$ cat src/rtl/sprite_pixel_sink.sv
// sprite_pixel_sink: clips and filters drawer pixels, queues them in a FIFO
// and writes them to a framebuffer port that may stall.
module sprite_pixel_sink #(
   parameter int SCREEN_W = 160,
   parameter int SCREEN_H = 120,
   parameter int ADDR_W = 15,
   parameter int FIFO_DEPTH = 16,
   parameter bit TRANSPARENT_EN = 1'b1,
   parameter logic [2:0] TRANSPARENT_COLOR = 3'b000
) (
   input  logic              clk,
   input  logic              reset_n,
   input  logic              plot,
   input  logic [9:0]        x_pix,
   input  logic [9:0]        y_pix,
   input  logic [2:0]        color,
   input  logic              fb_ready,
   output logic              fb_we,
   output logic [ADDR_W-1:0] fb_addr,
   output logic [2:0]        fb_data,
   output logic              fifo_full,
   output logic              busy,
   output logic              overflow,
   output logic [7:0]        clip_count
);
   localparam int PW = $clog2(FIFO_DEPTH);
   typedef enum logic {IDLE, WRITE} state_t;
   state_t state, state_nxt;
   logic pass, s1_valid, push, pop, empty;
   logic [ADDR_W-1:0] addr, s1_addr;
   logic [2:0] s1_data;
   logic [ADDR_W+2:0] mem [FIFO_DEPTH];
   logic [PW-1:0] wr_ptr, rd_ptr;
   logic [PW:0] count;
   always_comb begin
      pass = plot && 32'(x_pix) < SCREEN_W && 32'(y_pix) < SCREEN_H &&
             !(TRANSPARENT_EN && color == TRANSPARENT_COLOR);
      // 160 = 128 + 32, so the default screen width needs no multiplier
      addr = (SCREEN_W == 160) ?
             ADDR_W'({y_pix, 7'd0}) + ADDR_W'({y_pix, 5'd0}) + ADDR_W'(x_pix) :
             ADDR_W'(32'(y_pix) * SCREEN_W + 32'(x_pix));
   end
   always_ff @(posedge clk or negedge reset_n)
      if (!reset_n) begin
         s1_valid   <= 1'b0;
         s1_addr    <= '0;
         s1_data    <= '0;
         clip_count <= '0;
      end else begin
         s1_valid <= pass;
         s1_addr  <= addr;
         s1_data  <= color;
         if (plot && !pass && clip_count != 8'hFF) clip_count <= clip_count + 8'd1;
      end
   assign empty     = count == '0;
   assign fifo_full = count == (PW+1)'(FIFO_DEPTH);
   assign pop       = !empty && (state == IDLE || fb_ready);
   // a full FIFO still accepts when the head leaves in the same cycle
   assign push      = s1_valid && (!fifo_full || pop);
   always_ff @(posedge clk)
      if (push) mem[wr_ptr] <= {s1_addr, s1_data};
   always_ff @(posedge clk or negedge reset_n)
      if (!reset_n) begin
         wr_ptr   <= '0;
         rd_ptr   <= '0;
         count    <= '0;
         overflow <= 1'b0;
      end else begin
         if (push) wr_ptr <= wr_ptr + PW'(1);
         if (pop) rd_ptr <= rd_ptr + PW'(1);
         count <= count + (PW+1)'(push) - (PW+1)'(pop);
         if (s1_valid && !push) overflow <= 1'b1;
      end
   always_ff @(posedge clk or negedge reset_n)
      if (!reset_n) begin
         state   <= IDLE;
         fb_addr <= '0;
         fb_data <= '0;
      end else begin
         state <= state_nxt;
         if (pop) {fb_addr, fb_data} <= mem[rd_ptr];
      end
   always_comb begin
      state_nxt = (state == IDLE) ? (empty ? IDLE : WRITE) :
                  ((fb_ready && empty) ? IDLE : WRITE);
   end
   assign fb_we = state == WRITE;
   assign busy  = s1_valid || !empty || state == WRITE;
endmodule

$ cat config.mk
export PLATFORM = sky130hd
export DESIGN_NAME = sprite_pixel_sink
export DESIGN_NICKNAME = d
export VERILOG_FILES = /design/src/rtl/sprite_pixel_sink.sv
export SDC_FILE = /design/constraint.sdc
export NUM_CORES = 1
export LEC_CHECK = 0
export CORE_MARGIN = 2
export CORE_UTILIZATION = 65
export DETAILED_ROUTE_END_ITERATION = 8
export GPL_TIMING_DRIVEN = 0
export PLACE_DENSITY = 0.84
export SLEW_MARGIN = 20
export SYNTH_ARGS = -nofsm -noshare
export SYNTH_HDL_FRONTEND = slang
export SYNTH_SLANG_ARGS = --single-unit
$ cat constraint.sdc
create_clock -name clk -period 4.9 [get_ports clk]
set_clock_uncertainty 0.15 [all_clocks]
set_input_delay 0.49 -clock clk [delete_from_list [all_inputs] [get_ports clk]]
set_output_delay 0.49 -clock clk [all_outputs]
set_load 0.01 [all_outputs]
Word level (Yosys, flattened, before mapping):

Memories as Yosys holds them, arrays and structs flattened. A register that Yosys moved wholly into a read port is not among the register bits.
Cells that the tools add are included.
Widths: inputs -> output; s select.

* register bits: 42
* latch bits: 0
* RAM bits: 288
* ROM bits: 0
* output and inout bits: 30
* memories kept: 1

Memories
* mem: words 16, bits a word 18, read ports 1, clocked after Yosys merged registers in 1, wr ports 1, RTL line 32 `logic [ADDR_W+2:0] mem [FIFO_DEPTH];`

* add/subtract/negate cells: 7
* multiply operators: 0
* div/mod/pow operators: 0
* order comparisons: 2
* equality and inequality tests: 2
* shift operators: 0
* muxes and demuxes: 5
* bitwise logic cells: 1
* reduce and logical (&&, ||, !) cells: 21

Operators with widths (number)
* $add 15x10->15: 1
* $add 15x15->15: 1
* $lt 10x7->1 const B: 1
* $lt 10x8->1 const B: 1
* $logic_and 1x1->1: 9
* $add 4x1->4 const B: 2
* $add 8x1->8 const B: 1
* $ne 8x8->1 const B: 1
* $logic_not 1->1: 6
* $add 5x1->5: 1
* $eq 5x5->1 const B: 1
* $logic_not 5->1: 1
* $mux 1: 5
* $sub 5x1->5: 1
* $logic_or 1x1->1: 4
* $logic_not 3->1: 1
* $not 1->1: 1

Depth between registers and ports, before layout:

* word-level depth: 7
* gate-level depth with buffers: 14

Worst setup path after synthesis:

Ideal clock, no wire load.

* path kind: register to register
* start point: reg count[2]
* end point: mem mem[3][0] (netlist name), enable pin
* library setup time: 0.416 ns
* arrival: 2.528 ns
* data required time: 4.334 ns
* path slack: 1.806 ns
* stages on the path, launching flop included: 9
* cells stage by stage: dfrtp_1 > inv_1 > ha_1 > nor4bb_1 > nand2b_1 > and2_1 > buf_2 > nand2_1 > nor3_1

* elaborated cells between the ends (all ways): 9
* those cells by class: 1 x eq/ne; 2 x mux; 6 x reduce/logical

RTL lines
* start: declaration: RTL line 34 `logic [PW:0] count;`
* start signal: assignment: RTL line 71 `count <= count + (PW+1)'(push) - (PW+1)'(pop);`
* $eq 5x5->1: RTL line 56 `assign fifo_full = count == (PW+1)'(FIFO_DEPTH);`
* via fifo_full: RTL line 21 `output logic fifo_full,`
* $logic_not 1->1: RTL line 59 `assign push = s1_valid && (!fifo_full || pop);`
* $logic_or 1x1->1: RTL line 59
* $logic_and 1x1->1: RTL line 59
* via push: RTL line 29 `logic pass, s1_valid, push, pop, empty;`
* $mux 1: RTL line 61 `if (push) mem[wr_ptr] <= {s1_addr, s1_data};`
* $mux 1 (implied by the code): RTL line 61
* end: declaration: RTL line 32

The timed path passes the listed nets, and every way through them passes these cells.

Final worst setup path:

* start point: reg count[2]
* end point: reg count[4]

* cells in the longest elaborated chain, start to end: 7
* elaborated cells between the ends (all ways): 9
* those cells by class: 2 x add/sub; 1 x eq/ne; 6 x reduce/logical

Ends and longest elaborated chain
* $logic_not 5->1 *: RTL line 55 `assign empty = count == '0;`
* $logic_not 1->1 *: RTL line 57 `assign pop = !empty && (state == IDLE || fb_ready);`
* $logic_and 1x1->1 *: RTL line 57
* via pop: RTL line 29
* $logic_or 1x1->1: RTL line 59
* $logic_and 1x1->1: RTL line 59
* $add 5x1->5: RTL line 71
* $sub 5x1->5 *: RTL line 71

Mark *: on every way through the listed nets, which the timed path passes. The rest lies on a longest branch.
A chain may end at the register's enable or synchronous reset.

==> metrics.txt <==
area of the multi-input gates 0.00346 mm²; DR pass1 iterations 6; final worst path period share 67.6%; Die W 150 µm; Mapped Cells 706; first-pass GRT wire length 45.9 mm; hold path cells 1; hold_buf cts 1; Mean Syn Cell Area 19.6 µm²; CP max-delay cell clkbuf_1; setup TNS 0 ns; R2R Path Start count[2]; Post-synth EDFFs 288; Hold WC Path Type input port to flip-flop; Vias/cell 6.45; top post-synthesis cells by area edfxtp_1 63%, mux4_2 12%, dfrtp_1 11%; wire per inst 27.0 µm; Worst Tran Pin Value 0.919 ns; placer congestion estimate 0.828; hold endpoint s1_addr[4]; crit path max fanout 10; GRT Overall Usage 28.5%; Crit Path Category flip-flop to flip-flop; Max VDD drop 0.390 mV; Die Footprint 0.0224 mm²; max incr delay on CP 0.56 ns; Max Cap Viol 0; via count 7232; # diodes 0; Die Span Y 150 µm; share of cells above drive strength 1 22.8%; Clock transition at path regs 0.06 ns; vias in the first global route 7674; Critical Path Most Common Cell ha_1; relative slew slack 38.4%; synth unique cells 39; initial core utilization 65.9%; r2r setup slk 1.59 ns; Cell Chain, Critical Path inv_1, ha_1, nand2b_1, o31a_1, clkbuf_1, clkbuf_1, ha_1, inv_1, ha_1, fa_1, a21oi_1, nor2_1, nor2_1, xnor2_1; clk_lat worst skew 0.51 ns; pin count of the biggest net entering global routing 32; Sink Count 348; unrepaired setup endpoints after global routing false; Synth area leader edfxtp_1; CTS resizes 0; fin. max-slew vios 0; antenna violations before repair 0; Post-DP HPWL 19.9 mm; CORE AREA 0.0210 mm²; post-route ant nets 0; number of buffers created by CTS 34; postcts setup bufs 0; Util after Layout 77.0%; Reg area 0.0101 mm²; Post-Syn Nets 764; CTS tree built; number of DRC markers in iteration 0 757; static leakage 5.50 nW; Peak Freq 302 MHz; critical path capture point type flip-flop; ys flop type edfxtp_1; sequential element share of the synthesized area 73.5%; Worst Path Required 5.18 ns; I/O pin count 57; Pwr per Cell Area 544 mW/mm²; Hold Startpoint x_pix[4]; IO buf count 56; final hold vios 0; R2R Path End count[4]; setup violators final 0; count of state elements after synthesis 348; aggregate global routing overflow 0; top-count cell post-synth edfxtp_1; crit path DAT 3.59 ns; cell area after synthesis 0.0138 mm²; ys async rst share 17.2%; Post-synth top cells 288 x edfxtp_1, 72 x mux4_2, 60 x dfrtp_1; top-area cell type share of the netlist area 62.6%; FP Rows 53; status finished, final reports clean; filler instances 1105; clock tree buffer depth 3; Total Wirelength 30.3 mm; Clock Root Buffer clkbuf_16; Final nets 878; # DRC 0; CP Launch Type flip-flop; fin crit period 3.31 ns; Syn-to-layout area delta 16.9%; CTS H-Tree Depth 2; Synth Warn # 0; depth of the worst register-to-register path 14
==> cells in the final DEF, fill, tap and decap left out, drive strengths merged <==
master,instances
a211oi,20
o21bai,3
nor4b,1
nor2b,19
a21oi,24
o31ai,2
nor4bb,1
xor2,11
buf,41
ha,26
nor3,10
nand2,12
nor3b,1
clkinv,7
o22ai,18
o31a,2
inv,18
dlygate4sd3,1
mux4,72
clkdlybuf4s50,55
xnor2,13
nand4,3
and4,1
a21o,2
dfrtp,60
nand3,3
nor2,19
nand3b,1
clkbuf,66
mux2,20
nor4,4
bufinv,3
o21a,2
edfxtp,288
o21ai,6
fa,5
and2,1
nand2b,5
==> cell type report <==
type	count	area share, %
clock buffer	52	6.27
tap	275	2.13
timing repair buffer	78	5.02
multi-input combinational	307	21.4
inverter	18	0.419
buffer	33	1.11
sequential	348	62.9
clock inverter	10	0.736
==> critical path: cells and delay by family, from the launching register on <==
kind,cells,cell delay [ns]
fa+ha+maj,4,1.06
buf+inv,4,1.01
flops,1,0.35
simple gates,3,0.28
compound gates,2,0.27
xor+xnor,1,0.13
==> metrics by stage <==
step | setup WS (ns) | power, mW | hold slack [ns] | instance area, µm² | instances
2_1_floorplan | 1.81 | 5.33 | 0.0444 | 13800 | 706
3_3_place_gp | 0.384 | 6.05 | 0.314 | 14700 | 1037
3_5_place_dp | 1.30 | 6.19 | 0.312 | 15000 | 1058
4_1_cts | 1.62 | 8.82 | 0.270 | 16100 | 1121
5_1_grt | 1.38 | 9.12 | 0.263 | 16100 | 1121
6_report | 1.59 | 8.79 | 0.285 | 16100 | 1121
==> registers in the layout (all words and copies together) (netlist names), 4 cells and up <==
signal,count
mem,288
s1_addr,15
count,5
rd_ptr,4
wr_ptr,4
clip_count,8
fb_addr,15
==> report_power, final <==
part | switching [mW] | internal [mW] | total [mW] | leakage (nW)
Clock | 1.03 | 1.58 | 2.61 | 0.550
Combinational | 1.21 | 1.20 | 2.40 | 1.66
Sequential | 0.280 | 3.49 | 3.77 | 3.28
==> logic make-up after synthesis <==
| family | synth area share (%) |
|---|---|
| AOI/OAI and AO/OA | 3.61 |
| xor gates and xnor gates | 1.52 |
| adders and majority gates | 3.08 |
| buffers and inverters | 1.79 |
| DFF | 73.5 |
| muxes | 13.4 |
| and+or+nand+nor | 3.11 |
==> how the worst max path moves through the flow <==
stage	cells past startpoint	startpoint	to
4_1_cts	14	count[2]	count[4]
5_1_grt	14	count[3]	count[4]
3_3_place_gp	7	fb_ready	mem[3][9]
6_report	14	count[2]	count[4]
2_1_floorplan	8	count[2]	mem[3][0]
3_5_place_dp	13	fb_ready	count[4]
==> layer usage <==
metal,wire (µm),track usage (%),vias to the layer above,share of wire (%)
met2,15800,48.4,380,52
met5,0,0,-,0
met1,11200,37.9,3738,37
met3,2510,4.91,63,8.3
li1,-,-,3051,-
met4,818,10.4,0,2.7
Note: power is estimated with default switching activity, not from simulation.
